## config.mk

```make
export PLATFORM = sky130hd
export DESIGN_NAME = login_verifier
export DESIGN_NICKNAME = d
export VERILOG_FILES = /design/src/rtl/login_pkg.sv /design/src/rtl/lockout_timer.sv /design/src/rtl/login_verifier.sv
export SDC_FILE = /design/constraint.sdc
export NUM_CORES = 1
export LEC_CHECK = 0
export BUFFER_PORTS_ARGS = -buffer_cell sky130_fd_sc_hd__buf_2
export CAP_MARGIN = 15
export CORE_UTILIZATION = 40
export DETAILED_ROUTE_END_ITERATION = 12
export GPL_TIMING_DRIVEN = 0
export HOLD_SLACK_MARGIN = 0.15
export PLACE_DENSITY = 0.64
export SETUP_SLACK_MARGIN = 0.3
export SLEW_MARGIN = 0
export SYNTH_ARGS = -nofsm -noshare
export SYNTH_HDL_FRONTEND = slang
export SYNTH_SLANG_ARGS = --single-unit
```

## constraint.sdc

```tcl
create_clock -name clk -period 3.1 [get_ports clk]
set_input_delay 0.465 -clock clk [delete_from_list [all_inputs] [get_ports clk]]
set_output_delay 0.465 -clock clk [all_outputs]
set_load 0.03 [all_outputs]
```

## src/rtl/login_pkg.sv

```systemverilog
// login_pkg: shared types and default parameters for the credential verifier
package login_pkg;
  localparam int DEF_CRED_W = 64;
  localparam int DEF_NUM_USERS = 4;
  localparam int DEF_MAX_FAILS = 3;
  localparam int DEF_LOCK_CYCLES = 100000000;
  typedef enum logic [1:0] {IDLE, SEARCH, RESP, LOCKED} state_t;
  // Table storage is sized to the default width; narrower CRED_W values are zero-extended into it.
  typedef struct packed {
    logic en;
    logic [DEF_CRED_W-1:0] user;
    logic [DEF_CRED_W-1:0] pass;
  } cred_t;
endpackage

```

## src/rtl/lockout_timer.sv

```systemverilog
// lockout_timer: loadable down-counter that flags when the lockout period has elapsed
module lockout_timer
  import login_pkg::*;
#(
  parameter int LOCK_CYCLES = DEF_LOCK_CYCLES
) (
  input  logic clk,
  input  logic rst_n,
  input  logic load,
  output logic done
);
  localparam int W = (LOCK_CYCLES > 1) ? $clog2(LOCK_CYCLES) : 1;
  logic [W-1:0] cnt;
  // Load to LOCK_CYCLES-1 so the zero cycle is the last of LOCK_CYCLES locked cycles.
  always_ff @(posedge clk or negedge rst_n)
    if (!rst_n) cnt <= '0;
    else if (load) cnt <= W'(LOCK_CYCLES - 1);
    else if (cnt != '0) cnt <= cnt - 1'b1;
  assign done = (cnt == '0);
endmodule

```

## src/rtl/login_verifier.sv

```systemverilog
// login_verifier: sequential credential table search with failure counting and timed lockout
module login_verifier
  import login_pkg::*;
#(
  parameter int CRED_W = DEF_CRED_W,
  parameter int NUM_USERS = DEF_NUM_USERS,
  parameter int MAX_FAILS = DEF_MAX_FAILS,
  parameter int LOCK_CYCLES = DEF_LOCK_CYCLES,
  parameter int IDX_W = (NUM_USERS > 1) ? $clog2(NUM_USERS) : 1,
  parameter int FAIL_W = $clog2(MAX_FAILS + 1)
) (
  input  logic              clk,
  input  logic              rst_n,
  input  logic              req_valid,
  output logic              req_ready,
  input  logic [CRED_W-1:0] username,
  input  logic [CRED_W-1:0] password,
  input  logic              cfg_we,
  input  logic [IDX_W-1:0]  cfg_addr,
  input  logic [CRED_W-1:0] cfg_user,
  input  logic [CRED_W-1:0] cfg_pass,
  input  logic              cfg_en,
  output logic              resp_valid,
  output logic              resp_match,
  output logic [IDX_W-1:0]  resp_index,
  output logic [FAIL_W-1:0] fail_count,
  output logic              locked
);
  state_t state;
  cred_t tbl [NUM_USERS];
  logic [CRED_W-1:0] user_q, pass_q;
  logic [IDX_W-1:0] idx;
  logic hit, last, lock_now, done;
  assign req_ready = (state == IDLE);
  assign hit = tbl[idx].en && tbl[idx].user == DEF_CRED_W'(user_q) && tbl[idx].pass == DEF_CRED_W'(pass_q);
  assign last = (idx == IDX_W'(NUM_USERS - 1));
  assign lock_now = (state == RESP) && !resp_match && (int'(fail_count) + 1 >= MAX_FAILS);
  lockout_timer #(.LOCK_CYCLES(LOCK_CYCLES)) u_timer (
    .clk  (clk),
    .rst_n(rst_n),
    .load (lock_now),
    .done (done)
  );
  // Table writes are independent of the FSM; a search always sees the contents registered before this edge.
  always_ff @(posedge clk or negedge rst_n)
    if (!rst_n) for (int i = 0; i < NUM_USERS; i++) tbl[i] <= '0;
    else if (cfg_we && int'(cfg_addr) < NUM_USERS)
      tbl[cfg_addr] <= {cfg_en, DEF_CRED_W'(cfg_user), DEF_CRED_W'(cfg_pass)};
  // Request handshake, one-entry-per-cycle search, single-cycle response, and lockout sequencing.
  always_ff @(posedge clk or negedge rst_n)
    if (!rst_n) begin
      state <= IDLE;
      user_q <= '0;
      pass_q <= '0;
      idx <= '0;
      resp_valid <= 1'b0;
      resp_match <= 1'b0;
      resp_index <= '0;
      fail_count <= '0;
      locked <= 1'b0;
    end else begin
      resp_valid <= 1'b0;
      case (state)
        IDLE:
          if (req_valid) begin
            user_q <= username;
            pass_q <= password;
            idx <= '0;
            state <= SEARCH;
          end
        SEARCH:
          if (hit || last) begin
            state <= RESP;
            resp_valid <= 1'b1;
            resp_match <= hit;
            resp_index <= hit ? idx : '0;
          end else idx <= idx + 1'b1;
        RESP:
          if (resp_match) begin
            fail_count <= '0;
            state <= IDLE;
          end else if (lock_now) begin
            fail_count <= FAIL_W'(MAX_FAILS);
            locked <= 1'b1;
            state <= LOCKED;
          end else begin
            fail_count <= fail_count + FAIL_W'(1);
            state <= IDLE;
          end
        LOCKED:
          if (done) begin
            fail_count <= '0;
            locked <= 1'b0;
            state <= IDLE;
          end
        default: state <= IDLE;
      endcase
    end
endmodule

```

# Word-level counts from Yosys, hierarchy flattened
# Index checks and enable logic that the tools add are counted.
# totals
wordCells	90
ff_bits	682
out_inout_bits	8
# op_classes
bitwise	2
reduce_logical	19
order_cmp	4
muxes	27
n_eq_ne	12
addsub	4
# ops
cell	n
516-bit bitwise mux	1
129-bit 2-to-1 mux	3
129-bit binary-select mux with 2-bit select	1
129-bit demux with 2-bit select	1
64-bit == test	2
27-bit 2-to-1 mux	2
27-bit zero test	1
27-bit nonzero test	1
27-bit by 1-bit subtractor with 27-bit output (second input constant)	1
2-bit 2-to-1 mux	10
2-bit inequality test (second input constant)	6
2-bit case mux with 2 select lines	2
2-bit case mux with 4 select lines	1
2-bit == test (second input constant)	3
3-bit >= comparator (second input constant)	2
2-bit NOT with 3-bit output	2
2-bit AND reduction	3
3-bit AND reduction	2
2-bit nonzero test	3
1-bit logical AND	5
1-bit 2-to-1 mux	5
2-bit by 1-bit adder with 2-bit output (second input constant)	2
4-bit AND reduction	1
2-bit by 1-bit adder with 3-bit output (second input constant)	1
other kinds (7)	7

# Logic depth before layout (Yosys ltp)
# logic_depth
word_depth	10
depth_mapped	13
mapped_depth_nobuf	9

# By module
# From an unflattened synthesis, not the netlist that was laid out.
# hier_totals
hier_cells	2120
hier_area_um2	31092.3
# by_module_without_submodules
mod	n_inst	cells_each	area_each_um2
login_verifier	1	1977	29653.4
lockout_timer	1	143	1438.9

# Least setup slack after synthesis
# OpenSTA, ideal clock, no wires.
# synth_timing
path_type	register to register
start	register idx[0]
end	register state[0]
t_required_ns	2.969
n_path_buf	4
synth_period_minus_slack_ns	3.000
path_stages_with_launch	12
setup_slack_ns	0.100
t_arrival_ns	2.868
path_cell_list	dfrtp_1 > buf_6 > buf_12 > buf_6 > buf_2 > mux4_2 > xor2_1 > nor4_1 > nand4_1 > nor4_2 > a211oi_1 > or3_1
# synth_via
elab_chain_len	10
# synth_rtl
item	line	text
from (decl)	login_verifier.sv:32	logic [IDX_W-1:0] idx;
from (signal assigned)	login_verifier.sv:77	end else idx <= idx + 1'b1;
2-bit NOT with 3-bit output (not written as such)	login_verifier.sv:35	assign hit = tbl[idx].en && tbl[idx].user == DEF_CRED_W'(user_q) && tbl[idx].pass == DEF_CRED_W'(pass_q);
129-bit binary-select mux with 2-bit select	login_verifier.sv:35	
129-bit 2-to-1 mux (not written as such) (2 in series)	login_verifier.sv:35	
64-bit == test	login_verifier.sv:35	
1-bit logical AND (2 in series)	login_verifier.sv:35	
1-bit logical OR (*)	login_verifier.sv:72	if (hit || last) begin
2-bit inequality test (no source line) (*)	-	
3-bit AND reduction (no source line) (*)	-	
to (signal assigned)	login_verifier.sv:69	state <= SEARCH;
to (signal assigned)	login_verifier.sv:73	state <= RESP;
to (signal assigned)	login_verifier.sv:81	state <= IDLE;
to (decl)	login_verifier.sv:29	state_t state;
# Every way passes the cells marked *; elsewhere a longest branch is shown, timed or not. The select of a mux whose other input is x is not followed.
# A chain may end at the register's enable or synchronous reset.

# Worst setup path after layout
# layout_timing
start	register idx[1]
end	register state[0]
# The elaborated chain is that of the path after synthesis.

==> flow_metrics.tcl <==
set metrics [dict create \
    avgSynthCellArea_sq_um 14.3 \
    ir_drop_v 0.000545 \
    layout-drive-gt1-share_pct 44.5 \
    max_freq_ghz 0.265 \
    nNetsFinal 3084 \
    port_buffers 270 \
    synth_edf_count 0 \
    synthFlopType "dfrtp_1" \
    r2r-start "idx[1]" \
    fin_worst_skew_ps 22.3 \
    antenna_found_initial 10 \
    clk_pin_slew_ps 60 \
    initial_core_util_pct 40.7 \
    timing.critical_path.slowest_cell_delay_ps 420 \
    worstReg2RegEnd "state[0]" \
    die_h_microns 281 \
    seqPwrFrac_pct 34.7 \
    path_cells "clkbuf_8 -> buf_8 -> buf_16 -> buf_6 -> mux4_2 -> nand2_1 -> o221ai_1 -> a2111oi_2 -> nand4_1 -> buf_4 -> nor4_4 -> a211oi_4 -> or3_1" \
    clock_sinks 682 \
    relSlewSlack_pct 18.0 \
    grt_first_pass_wirelength_mm 166 \
    place.gp.congestion 0.956 \
    synth_area_sq_um 31100 \
    status "complete, but fails checks" \
    startpoint_type "flip-flop" \
    drv_cap 0 \
    grt_overflow 0 \
    dr.pass1.iters 5 \
    synth_seq_area_share_pct 54.8 \
    synth_fp_nets 2439 \
    worstHoldPathCells 3 \
    ioPinCount 271 \
    crit_slowest_cell "mux4_2" \
    stdcell_area_sq_um 40500 \
    tritoncts "yes" \
    wire_per_inst_microns 29.9 \
    dpl_cell_area_sq_um 34000 \
    min_period_ps 3780 \
    arrival_ps 4270 \
    final_max_slew_viol_count 0 \
    viasPerCell 5.60 \
    clock_latency_ps 640 \
    comb_power_share_pct 40.5 \
    vias 21854 \
    sw_frac_of_total_pct 38.3 \
    ff2ff_path_depth 13 \
    whs_ps 176 \
    grt_usage_pct 30.0 \
    cts-root-buf "clkbuf_16" \
    drtIter0Drc 1676 \
    async_flop_share_pct 100 \
    yosysUniqueCellTypes 70 \
    worstMarginPinSlew_ps 1230 \
    synthToLayoutAreaGrowth_pct 30.1 \
    clock_path_buffers 3 \
    cp_max_fo 10 \
    powerDensity_nw_per_um2 966 \
    rows 101 \
    setup_ws_ps -680 \
    power_switching_mw 15.0 \
    hpwl_mm 85.0 \
    p_int_mw 24.2 \
    rsz0062_at_grt "true" \
    grt_pass1_vias 23402 \
    fp.coreArea_sq_um 76500 \
    drt_wl_total_mm 117 \
    use_met2_pct 48.9 \
    crit_required_ps 3590 \
    busiest_layer "met2" \
    leakage_nw 17.2 \
    cts_max_level 3 \
    cts_buffers 77 \
    ys_ff_latch 682 \
    min_from "password[11]" \
    violations "setup timing" \
    grt_start_max_net_pins 128 \
    crit_type "flip-flop to flip-flop" \
    period_share_pct 122 \
    setup_viol 8 \
    met3_usage_pct 6.51 \
    die_area_sq_um 79000 \
    syn_inst 2172 \
    die_x_microns 281 \
    drc_errors 0 \
    synth_warnings 0 \
    ant_nets 0 \
    grtUsageMet1_pct 39.9 \
    end_kind "flip-flop" \
    clock_power_share_pct 24.8 \
    r2r_slack_ps -680 \
    holdCritPathClass "primary input to flip-flop" \
    hold_end "pass_q[11]" \
    final-hold-violation-count 0 \
]
-- worst max-delay path: cells and delay by family, from the launching register on --
kind | cells | cell delay [ps]
simple gates | 4 | 1030
buf+inv | 5 | 1010
compound gates | 3 | 760
mux | 1 | 420
flops | 1 | 360
-- cells by family after synthesis --
| kind of cell | count (synthesis) | synth area share (%) |
|---|---|---|
| AOI/OAI and AO/OA | 185 | 4.24 |
| xor gates and xnor gates | 94 | 2.64 |
| adders and majority gates | 4 | 0.161 |
| buffers and inverters | 142 | 2.23 |
| DFF | 682 | 54.8 |
| muxes | 833 | 32.1 |
| and+or+nand+nor | 232 | 3.86 |
-- per-layer routing --
layer  vias up  part of all wire (%)
li1       9336                     -
met1     11564                    43
met2       773                    48
met3       171                   6.9
met4        10                   2.7
met5         -                 0.058
-- Yosys cell counts, drive strengths merged, types with 4 or more instances --
library cell,instances,area [sq um]
a22oi,5,37.5
a2111oi,9,91.3
buf,46,315
a221oi,5,43.8
and3,8,50.1
o221ai,9,78.8
xnor2,62,543
mux4,66,1510
inv,24,90.1
a21oi,21,105
a2bb2oi,6,52.6
or4,4,30.0
mux2i,129,1290
nand4,12,75.1
mux2,638,7180
a211oi,7,52.6
o211ai,5,37.5
xor2,32,280
nor4,20,161
nand3,4,20.0
a22o,7,61.3
clkbuf,72,290
or3,6,38.8
a221o,5,50.1
o2bb2ai,10,87.6
o21ai,44,220
nand2b,8,50.1
nor2b,11,68.8
nand2,78,293
nor3,16,80.1
and2,8,50.1
nor2,40,150
or2,5,31.3
o22ai,25,156
dfrtp,682,17100
ha,4,50.1
-- worst max path at each step --
stage,from,to,slack (ps),cells after the start
after floorplan,idx[0],state[0],120,11
after global placement,rst_n,tbl[116],-11970,1
after detailed placement,idx[1],state[0],-2070,12
after CTS,idx[0],state[0],-620,13
after global routing,idx[1],state[0],-660,13
final,idx[1],state[0],-680,13
-- cell usage in the layout, fill, tap and decap left out, types with 7 or more instances in the layout --
cell type,instances
nand2b_1,8
mux4_2,60
nor3_1,15
o2bb2ai_1,9
buf_6,19
mux2i_2,17
mux2_2,638
and2_1,8
clkbuf_8,20
buf_16,11
mux2i_4,12
o22ai_1,25
nor4_4,8
clkbuf_2,14
buf_2,271
mux2i_1,100
a22o_1,7
buf_4,29
dlygate4sd3_1,256
buf_12,11
and3_1,8
nand4_1,12
nor2_1,38
o21ai_0,43
nor2b_1,11
bufinv_16,9
nand2_1,77
xnor2_1,51
buf_8,11
clkbuf_1,66
a21oi_1,19
o221ai_1,8
inv_1,24
clkbuf_16,81
xor2_1,30
clkinv_2,12
nor4_1,7
dfrtp_1,682
-- registers in the layout, summed over array words and instances (netlist names), 2 cells and up --
signal,count
resp_index,2
u_timer.cnt,27
pass_q,64
state,2
idx,2
tbl,516
user_q,64
fail_count,2
-- layout make-up --
class,instances,area [sq um]
Timing Repair Buffer,566,4390
Clock buffer,109,2310
Antenna cell,2,5.00
Buffer,118,971
Multi-Input combinational cell,1348,14000
Fill cell,6319,35900
Clock inverter,25,365
Tap cell,1030,1290
Sequential cell,682,17100
Inverter,24,90.1
-- what timing repair did --
item	4_1_cts	5_1_grt
hold endpoints to repair	703	0
hold buffers	256	0
endpoints found under the setup margin	90	59
resized for setup	193	39
pin swaps	29	14
cloned	0	0
buffers inserted	24	8
-- power groups by stage --
stage	Sequential [mW]	Clock, mW	Combinational, mW
global route	13.8	10.2	16.4
CTS	13.5	9.80	15.6
floorplan	12.6	0	8.10
global placement	13.4	0	13.5
detailed placement	13.5	0	13.7
finish	13.6	9.69	15.9
-- through the flow --
stage | TNS (ps) | total power, mW | util (%) | setup slack, ps | cells
2_1_floorplan | 0 | 20.7 | - | 120 | 2172
3_3_place_gp | -8151090 | 26.8 | 44.2 | -11970 | 3472
3_5_place_dp | -61610 | 27.2 | 44.4 | -2070 | 3479
4_1_cts | -3500 | 38.8 | 52.7 | -619 | 3893
5_1_grt | -4470 | 40.3 | 53.0 | -664 | 3904
6_report | -4530 | 39.1 | 53.0 | -680 | 3904
Note: power is estimated with default switching activity, not from simulation.
